===== src/rtl/ucie_fdi_pkg.sv =====
// ============================================================================
// Module   : ucie_fdi_pkg
// Brief    : Shared types and helpers for the UCIe FDI receive-side blocks.
// Revision : 1.0 - initial release
// ============================================================================
`default_nettype none

package ucie_fdi_pkg;

   // Width of a VC index for a given VC count (at least one bit).
   function automatic int vc_width(input int num_vcs);
      return (num_vcs > 1) ? $clog2(num_vcs) : 1;
   endfunction

   localparam int FDI_FLIT_WIDTH = 256;
   localparam int FDI_NUM_VCS    = 8;
   localparam int FDI_VC_WIDTH   = vc_width(FDI_NUM_VCS);

   // One flit as it travels toward the protocol layer (default geometry).
   typedef struct packed {
      logic [FDI_FLIT_WIDTH-1:0] data;
      logic                      sop;
      logic                      eop;
      logic [3:0]                be;
      logic [FDI_VC_WIDTH-1:0]   vc;
   } fdi_flit_t;

   // Packet framing tracker.
   typedef enum logic [0:0] {
      ST_IDLE   = 1'b0,
      ST_IN_PKT = 1'b1
   } frame_state_t;

endpackage

`default_nettype wire


===== src/rtl/ucie_sync_fifo.sv =====
// ============================================================================
// Module   : ucie_sync_fifo
// Brief    : Single-clock FIFO with occupancy count and synchronous flush.
// Revision : 1.0 - initial release
// ============================================================================
`default_nettype none

module ucie_sync_fifo #(
   parameter int WIDTH = 8,
   parameter int DEPTH = 8
) (
   input  logic                     clk,
   input  logic                     resetn,
   input  logic                     flush,
   input  logic                     push,
   input  logic [WIDTH-1:0]         push_data,
   input  logic                     pop,
   output logic [WIDTH-1:0]         pop_data,
   output logic [$clog2(DEPTH):0]   count,
   output logic                     empty,
   output logic                     full
);

   localparam int AW = $clog2(DEPTH);

   logic [WIDTH-1:0] r_mem [DEPTH];
   logic [AW-1:0]    r_wr_ptr;
   logic [AW-1:0]    r_rd_ptr;
   logic [AW:0]      r_count;
   logic             w_push;
   logic             w_pop;

   assign empty    = (r_count == '0);
   assign full     = (r_count == (AW+1)'(DEPTH));
   assign count    = r_count;
   assign pop_data = r_mem[r_rd_ptr];
   assign w_push   = push & ~full;
   assign w_pop    = pop & ~empty;

   // Pointer and occupancy tracking; flush empties the FIFO in one edge.
   always_ff @(posedge clk or negedge resetn) begin
      if (!resetn) begin
         r_wr_ptr <= '0;
         r_rd_ptr <= '0;
         r_count  <= '0;
      end else if (flush) begin
         r_wr_ptr <= '0;
         r_rd_ptr <= '0;
         r_count  <= '0;
      end else begin
         if (w_push) r_wr_ptr <= r_wr_ptr + 1'b1;
         if (w_pop)  r_rd_ptr <= r_rd_ptr + 1'b1;
         case ({w_push, w_pop})
            2'b10:   r_count <= r_count + 1'b1;
            2'b01:   r_count <= r_count - 1'b1;
            default: r_count <= r_count;
         endcase
      end
   end

   // Storage; cleared on reset so the head reads as zero while empty.
   always_ff @(posedge clk or negedge resetn) begin
      if (!resetn) begin
         for (int i = 0; i < DEPTH; i++) r_mem[i] <= '0;
      end else if (w_push && !flush) begin
         r_mem[r_wr_ptr] <= push_data;
      end
   end

endmodule

`default_nettype wire


===== src/rtl/ucie_fdi_flit_sink.sv =====
// ============================================================================
// Module   : ucie_fdi_flit_sink
// Brief    : FDI receive endpoint: flit cancel staging, framing check,
//            protocol-layer FIFO and per-VC credit return.
// Revision : 1.0 - initial release
// ============================================================================
`default_nettype none

module ucie_fdi_flit_sink
   import ucie_fdi_pkg::*;
#(
   parameter int FLIT_WIDTH = 256,
   parameter int NUM_VCS    = 8,
   parameter int DEPTH      = 8,
   parameter int VC_LSB     = 0
) (
   input  logic                              clk,
   input  logic                              resetn,
   input  logic                              link_up,
   input  logic                              lp_rx_active_req,
   output logic                              pl_rx_active_sts,
   input  logic                              pl_flit_valid,
   input  logic [FLIT_WIDTH-1:0]             pl_flit_data,
   input  logic                              pl_flit_sop,
   input  logic                              pl_flit_eop,
   input  logic [3:0]                        pl_flit_be,
   input  logic                              pl_flit_cancel,
   output logic                              lp_flit_ready,
   output logic [NUM_VCS-1:0]                lp_credit_return,
   output logic                              out_valid,
   input  logic                              out_ready,
   output logic [FLIT_WIDTH-1:0]             out_data,
   output logic                              out_sop,
   output logic                              out_eop,
   output logic [3:0]                        out_be,
   output logic [vc_width(NUM_VCS)-1:0]      out_vc,
   output logic                              proto_err
);

   localparam int VCW = vc_width(NUM_VCS);
   localparam int CW  = $clog2(DEPTH) + 1;
   localparam int EW  = FLIT_WIDTH + 6 + VCW;

   logic                  r_rx_active_sts;
   logic                  r_stage_v;
   logic [FLIT_WIDTH-1:0] r_stage_data;
   logic                  r_stage_sop;
   logic                  r_stage_eop;
   logic [3:0]            r_stage_be;
   logic [VCW-1:0]        r_cur_vc;
   logic                  r_proto_err;
   logic [NUM_VCS-1:0]    r_credit;
   frame_state_t          r_state;
   frame_state_t          w_state_nxt;
   logic                  w_frame_err;

   logic                  w_ready;
   logic                  w_accept;
   logic                  w_commit;
   logic [VCW-1:0]        w_commit_vc;
   logic                  w_pop;
   logic [EW-1:0]         w_push_data;
   logic [EW-1:0]         w_head;
   logic [CW-1:0]         w_count;
   logic                  w_empty;
   logic                  w_full;

   // Occupancy includes the staged flit so a commit can never find the FIFO full.
   assign w_ready     = link_up & r_rx_active_sts &
                        ((w_count + CW'(r_stage_v)) < CW'(DEPTH));
   assign w_accept    = pl_flit_valid & w_ready;
   assign w_commit    = r_stage_v & ~pl_flit_cancel & link_up & ~w_full;
   assign w_commit_vc = r_stage_sop ? r_stage_data[VC_LSB +: VCW] : r_cur_vc;
   assign w_push_data = {w_commit_vc, r_stage_be, r_stage_eop, r_stage_sop, r_stage_data};
   assign w_pop       = ~w_empty & out_ready;

   // Rx-active status follows the request one cycle later while trained.
   always_ff @(posedge clk or negedge resetn) begin
      if (!resetn) r_rx_active_sts <= 1'b0;
      else         r_rx_active_sts <= lp_rx_active_req & link_up;
   end

   // One-flit staging register that holds a flit until its cancel window passes.
   always_ff @(posedge clk or negedge resetn) begin
      if (!resetn) begin
         r_stage_v    <= 1'b0;
         r_stage_data <= '0;
         r_stage_sop  <= 1'b0;
         r_stage_eop  <= 1'b0;
         r_stage_be   <= '0;
      end else if (!link_up) begin
         r_stage_v    <= 1'b0;
      end else begin
         r_stage_v <= w_accept;
         if (w_accept) begin
            r_stage_data <= pl_flit_data;
            r_stage_sop  <= pl_flit_sop;
            r_stage_eop  <= pl_flit_eop;
            r_stage_be   <= pl_flit_be;
         end
      end
   end

   // Current VC only moves on a committed SOP, so a cancelled SOP leaves it alone.
   always_ff @(posedge clk or negedge resetn) begin
      if (!resetn)                       r_cur_vc <= '0;
      else if (!link_up)                 r_cur_vc <= '0;
      else if (w_commit && r_stage_sop)  r_cur_vc <= w_commit_vc;
   end

   // Framing state register.
   always_ff @(posedge clk or negedge resetn) begin
      if (!resetn) r_state <= ST_IDLE;
      else         r_state <= w_state_nxt;
   end

   // Framing next-state and error detection on each committed flit.
   always_comb begin
      w_state_nxt = r_state;
      w_frame_err = 1'b0;
      if (!link_up) begin
         w_state_nxt = ST_IDLE;
      end else if (w_commit) begin
         w_frame_err = r_stage_sop ? (r_state == ST_IN_PKT) : (r_state == ST_IDLE);
         if (r_stage_eop)      w_state_nxt = ST_IDLE;
         else if (r_stage_sop) w_state_nxt = ST_IN_PKT;
      end
   end

   // Sticky framing error, cleared only by link-down.
   always_ff @(posedge clk or negedge resetn) begin
      if (!resetn)          r_proto_err <= 1'b0;
      else if (!link_up)    r_proto_err <= 1'b0;
      else if (w_frame_err) r_proto_err <= 1'b1;
   end

   // Credit pulse for the VC of a departing EOP; an issued pulse survives link-down.
   always_ff @(posedge clk or negedge resetn) begin
      if (!resetn) begin
         r_credit <= '0;
      end else begin
         r_credit <= '0;
         if (w_pop && out_eop && link_up) r_credit[out_vc] <= 1'b1;
      end
   end

   ucie_sync_fifo #(
      .WIDTH (EW),
      .DEPTH (DEPTH)
   ) u_fifo (
      .clk       (clk),
      .resetn    (resetn),
      .flush     (~link_up),
      .push      (w_commit),
      .push_data (w_push_data),
      .pop       (w_pop),
      .pop_data  (w_head),
      .count     (w_count),
      .empty     (w_empty),
      .full      (w_full)
   );

   assign {out_vc, out_be, out_eop, out_sop, out_data} = w_head;
   assign out_valid        = ~w_empty;
   assign lp_flit_ready    = w_ready;
   assign pl_rx_active_sts = r_rx_active_sts;
   assign lp_credit_return = r_credit;
   assign proto_err        = r_proto_err;

endmodule

`default_nettype wire

===== config.mk =====
export PLATFORM = sky130hd
export DESIGN_NAME = ucie_fdi_flit_sink
export DESIGN_NICKNAME = d
export VERILOG_FILES = /design/src/rtl/ucie_fdi_pkg.sv /design/src/rtl/ucie_sync_fifo.sv /design/src/rtl/ucie_fdi_flit_sink.sv
export SDC_FILE = /design/constraint.sdc
export NUM_CORES = 2
export LEC_CHECK = 0
export BUFFER_PORTS_ARGS = -buffer_cell sky130_fd_sc_hd__buf_2
export CAP_MARGIN = 15
export CORE_UTILIZATION = 50
export CTS_BUF_LIST = sky130_fd_sc_hd__clkbuf_8
export CTS_CLUSTER_DIAMETER = 200
export DETAILED_ROUTE_END_ITERATION = 8
export PLACE_DENSITY = 0.73
export SYNTH_ARGS = -nofsm -noshare
export SYNTH_HDL_FRONTEND = slang
export SYNTH_SLANG_ARGS = --single-unit

===== constraint.sdc =====
create_clock -name clk -period 6.7 [get_ports clk]
set_input_delay 1.005 -clock clk [delete_from_list [all_inputs] [get_ports clk]]
set_output_delay 1.005 -clock clk [all_outputs]
set_load 0.01 [all_outputs]

### Word level (Yosys, flattened, before mapping)

Index checks and enable logic that the tools add are counted.
Widths: inputs -> output; s select.

| operators by class | value |
|---|---|
| add/sub/neg operators | 5 |
| multiply operators | 0 |
| divide/modulo/power cells | 0 |
| magnitude comparators | 6 |
| equal/unequal tests | 10 |
| shifts and indexed selects | 0 |
| mux-type cells | 28 |
| bitwise operators | 16 |
| reductions and logical operators | 9 |

Operators by type and width:

| cell | count |
|---|---|
| $bwmux 2120 | 1 |
| $bmux 265 s3 | 1 |
| $demux 265 s3 | 1 |
| $mux 265 | 3 |
| $mux 3 | 7 |
| $mux 1 | 11 |
| $and 1x1->1 | 10 |
| $ne 2x1->1 const B | 5 |
| $ge 4x4->1 const B | 2 |
| $mux 8 | 1 |
| $not 3->4 | 2 |
| $pmux 4 s2 | 1 |
| $add 3x1->3 const B | 2 |
| $logic_and 1x1->1 | 6 |
| $ne 3x1->1 const B | 2 |
| $add 4x1->4 | 1 |
| $add 4x1->4 const B | 1 |
| $eq 4x4->1 const B | 1 |
| $logic_not 4->1 | 1 |
| $lt 3x4->1 const B | 1 |
| $lt 4x1->1 const B | 1 |
| $lt 4x4->1 const B | 1 |
| $mux 4 | 1 |
| $not 1->1 | 4 |
| 6 further kinds | 7 |

| word-level totals | value |
|---|---|
| bits in registers | 2407 |
| latch bits | 0 |
| bits in writable memories | 0 |
| bits in read-only memories | 0 |
| input port bits | 269 |
| output and inout bits | 277 |
| logic and storage cells | 95 |
| memories | 0 |

### Logic depth before layout (Yosys ltp)

| depth | value |
|---|---|
| depth in word-level cells | 9 |
| depth in mapped cells | 10 |
| gate-level depth less buffers | 7 |

### Modules after synthesis

From an unflattened synthesis, not the netlist that was laid out.

| unflattened totals | value |
|---|---|
| cells, all modules | 6116 |
| area total of the unflattened synthesis | 111275.5 µm² |

By module, submodules not included:

| module | instances | cells an instance | area each (µm²) | sequential area each (µm²) |
|---|---|---|---|---|
| ucie_sync_fifo | 1 | 5504 | 100819.2 | 53301.1 |
| ucie_fdi_flit_sink | 1 | 612 | 10456.3 | 6931.6 |

### Worst setup path before layout

Ideal clock, no wire load.

| path | value |
|---|---|
| kind | register to output |
| start | register u_fifo.r_rd_ptr[0] |
| end | output port out_data[126] |
| arrival | 2.148 ns |
| required time | 5.695 ns |
| path slack | 3.547 ns |
| cell stages (with the launch flop) | 6 |
| buffers on the path | 3 |
| path through | dfrtp_1 > buf_2 > buf_2 > clkbuf_1 > mux4_2 > mux2_2 |

| on the way | value |
|---|---|
| longest elaborated chain between the ends | 4 |

Ends and longest elaborated chain:

| item | RTL line | RTL |
|---|---|---|
| from (decl) | ucie_sync_fifo.sv:28 | `logic [AW-1:0] r_rd_ptr;` |
| from (signal assigned) | ucie_sync_fifo.sv:52 | `if (w_pop) r_rd_ptr <= r_rd_ptr + 1'b1;` |
| $not 3->4 (not written as such) | ucie_sync_fifo.sv:36 | `assign pop_data = r_mem[r_rd_ptr];` |
| $bmux 265 s3 | ucie_sync_fifo.sv:36 |  |
| $mux 265 (not written as such) (2 in a row) | ucie_sync_fifo.sv:36 |  |
| to (decl) | ucie_fdi_flit_sink.sv:32 | `output logic [FLIT_WIDTH-1:0] out_data,` |

Every way passes these cells. The select of a mux whose other input is x is not followed.

### Final worst setup path

| path | value |
|---|---|
| start | register u_fifo.r_rd_ptr[0] |
| end | output port out_data[171] |

The elaborated chain is that of the path after synthesis.

==> reports/summary.md <==
The most common cell in the synthesized netlist is sky130_fd_sc_hd__mux2_2. The initial cell density of the core was 0.5055. The number of synthesized flops with an enable pin is 0, and the worst-path maximum fanout is 74.

The tools report the leftover overflow at the end of global routing as 0. The type of the worst setup path was flop to output port. Setup violations remaining at the end of the flow were counted as 0. Kind of start point of the critical path: a flop. The initial antenna violation count is 58.

The hold-fix buffer count after cts was 15. Ranked by total cell area, the synthesized netlist is headed by sky130_fd_sc_hd__dfrtp_1, sky130_fd_sc_hd__mux2_2, sky130_fd_sc_hd__mux4_2. The number of global-route vias before repair was 62.90k; the overall fraction of global-route tracks in use was 0.2333. For the maximum number of pins on one net before global-route repair, the log shows 186.

The first detailed-routing pass took 7 iterations. For the post-placement cell count, the log shows 9140. STA classifies the critical path endpoint as an output port.

The tools report the total count of hold-check failures in the final report as 0. The cell area after layout is 0.1186 mm^2, and the chip height is 460.5 um. The average wire length per cell after detail routing works out to 24.60 um. At the end of the flow, the number of nets in the layout was 7053. The tools report the I/O pin total as 546. Timing would allow up to 200.8 MHz.

TritonCTS built the clock tree. STA puts the critical path data arrival time at 3970 ps. A synthesized cell averages 17.15 um^2.

The fraction of layout instances using a drive strength above 1 is 0.6179. Share of total power consumed by net switching: 0.2622. The smallest clock period supported by the final layout is computed as 4980 ps.

The share of synthesized flip-flops with an asynchronous set or reset was 1.000. The share of the core filled with cells in the final layout is 0.5704, and the routed via count divided by cell count is 5.795. The cell taking the most area after synthesis was sky130_fd_sc_hd__dfrtp_1. The floorplan step defined a core boundary enclosing 0.2079 mm^2. Library cell used as clock root buffer: sky130_fd_sc_hd__clkbuf_8. The insertion delay to the later sink of the worst-skew pair came out at 1140 ps. For the post-synthesis sequential area ratio, the log shows 0.5731. The logs give 0 for the count of max-cap constraint violations and 57.12 nW for the leakage power. The tools report the number of vias after detailed routing as 57.27k.

From synthesis to final layout, the design area changed by 12.84%. The estimated wirelength of the detail-placed design came out at 136.2 mm. The post-synthesis cell count was 6129. The floorplan has 167 rows. The normalized max-slew margin is 0.2245. Synthesis produced a netlist with a net count of 6402. The logs give 0.1104 mm^2 for the post-detailed-placement cell area and 0.110 for the combinational share of power. The switching power came out at 8.584 mW.

The worst clock skew is 116.8 ps. Sorting the synthesized cells by how often they occur yields sky130_fd_sc_hd__mux2_2, sky130_fd_sc_hd__dfrtp_1, sky130_fd_sc_hd__mux4_2. After synthesis, the netlist uses 41 different library cells.

In the routed design, unresolved DRC markers number 0. The power density of the placed cells is 276.1 mW/mm^2, and the summed instance area of the synthesized netlist is 0.1051 mm^2. Setup repair after global routing left no endpoint under its margin.

The most used flip-flop cell after synthesis is sky130_fd_sc_hd__dfrtp_1. For this run, the number of Yosys warnings is 0. TritonCTS created 411 clock buffers. The die covers 0.2120 mm^2. The actual slew at the worst max-slew pin is 1163 ps. Internal power comes to 24.16 mW.

Fraction of post-synthesis cell area in the top cell type by area: 0.5731. For this block, the initial DRC count from the detailed router was 3110. The routed wire length is 243.1 mm. The run finished with clean final reports.

In this run the number of H-tree levels came out at 5. The final cell count without fillers came out at 9883. The total of cells resized after clock tree synthesis was 0; the clock-pin slew on the worst setup and hold paths was 60 ps.

The clock power share is 0.392. The tools report the power share of the sequential group as 0.498. Path type of the worst min-delay path: input port to flop.

The logs give 0 for the number of buffers inserted to repair setup after CTS and 5690 ps for the data required time at the worst endpoint. The logs give 0 for the count of nets left with antenna violations after detail routing and 2407 for the clock sink count. In this run the horizontal extent of the chip is 460.5 um. The longest clock path from root to sink contains 4 buffers. The first-pass GRT wire length was 379.5 mm; the largest voltage drop on the vdd net was 0.2273 mV. The last weighted congestion value of the routability-driven placer is 0.7469, and the number of buffer cells added on primary ports is 545. Setup total negative slack on the finished layout was measured at 0 ps. The register bit total from synthesis works out to 2407.

The number of max-slew violations in the final report is 0. The final clock period utilization by the worst path came out at 0.7433.
power groups by stage:
stage	sequential [mW]	clock, mW	combinational (mW)
6_report	16.3	12.8	3.60
5_1_grt	16.4	13.8	3.89
4_1_cts	16.3	13.2	3.67
3_5_place_dp	16.5	0	3.64
3_3_place_gp	16.5	0	3.59
2_1_floorplan	16.1	0	2.28
final cells by class:
class,instances,area (um^2)
Antenna cell,21,52.55
Timing Repair Buffer,661,4347
Sequential cell,2407,60240
Clock buffer,516,7102
Clock inverter,191,919.6
Fill cell,16086,89320
Tap cell,2788,3488
Multi-Input combinational cell,3297,42430
Inverter,2,7.507
cell families after synthesis:
family                     share of synthesized area
adders and majority gates                  0.0004762
and+or+nand+nor                             0.004953
DFF                                           0.5731
buffers and inverters                        0.02321
muxes                                         0.3952
AOI/OAI and AO/OA                           0.002464
xor gates and xnor gates                   0.0005834
through the flow:
stage | setup slack [ps] | power (mW) | hold WS [ps]
2_1_floorplan | 3547 | 18.37 | 453.2
3_3_place_gp | 2374 | 20.05 | 467.7
3_5_place_dp | 2426 | 20.18 | 483.2
4_1_cts | 1513 | 33.15 | 3.565
5_1_grt | 1442 | 34.17 | 27.56
6_report | 1720 | 32.74 | 118.3
layout by cell type (no fill, tap or decap), types with 21 or more instances in the layout:
master                     Yosys  routed
sky130_fd_sc_hd__buf_4        91      45
sky130_fd_sc_hd__buf_2       168     544
sky130_fd_sc_hd__clkbuf_8      0     516
sky130_fd_sc_hd__clkinv_2      0      22
sky130_fd_sc_hd__nor2_1       41      41
sky130_fd_sc_hd__dfrtp_1    2407    2404
sky130_fd_sc_hd__a21oi_1      25      25
sky130_fd_sc_hd__mux4_2      530     530
sky130_fd_sc_hd__mux2_2     2622    2622
sky130_fd_sc_hd__buf_12        0      56
sky130_fd_sc_hd__diode_2       0      21
sky130_fd_sc_hd__inv_1         1     150
routing by layer:
metal,global-route usage,wire (um)
met2,0.3714,116700
met3,0.05629,14050
met4,0.08351,7445
met1,0.3125,104700
met5,0,322
worst max-delay path, stage by stage (launching register included):
cell                      delay, ps
sky130_fd_sc_hd__dfrtp_4       1090
sky130_fd_sc_hd__buf_12         550
sky130_fd_sc_hd__mux4_2         600
sky130_fd_sc_hd__mux2_2         300
sky130_fd_sc_hd__buf_2          150
sequential cells by signal, summed over array words and instances, names as in the netlist, 3 cells and up:
signal and count:
lp_credit_return 8, r_cur_vc 3, r_stage_be 4, r_stage_data 256
u_fifo.count 4, u_fifo.r_mem 2120, u_fifo.r_rd_ptr 3, u_fifo.r_wr_ptr 3
path summary, 6_finish.rpt:
kind                                                      from                        endpoint  slack [ps]  depth (start not counted)
worst max-delay path            u_fifo.r_rd_ptr[0]$_DFFE_PN0P_                   out_data[171]        1720                          4
worst min-delay path                          pl_flit_data[66]    r_stage_data[66]$_DFFE_PN0P_         120                          2
worst max register to register     u_fifo.count[3]$_DFFE_PN0P_  u_fifo.r_mem[1785]$_DFFE_PN0P_        3140                          6
worst min register to register  u_fifo.r_mem[1846]$_DFFE_PN0P_  u_fifo.r_mem[1846]$_DFFE_PN0P_         500                          1
max in group asynchronous                               resetn  u_fifo.r_mem[1543]$_DFFE_PN0P_        4210                          5
min in group asynchronous                               resetn    u_fifo.r_mem[79]$_DFFE_PN0P_         590                          2
(Power assumes the default switching activity.)
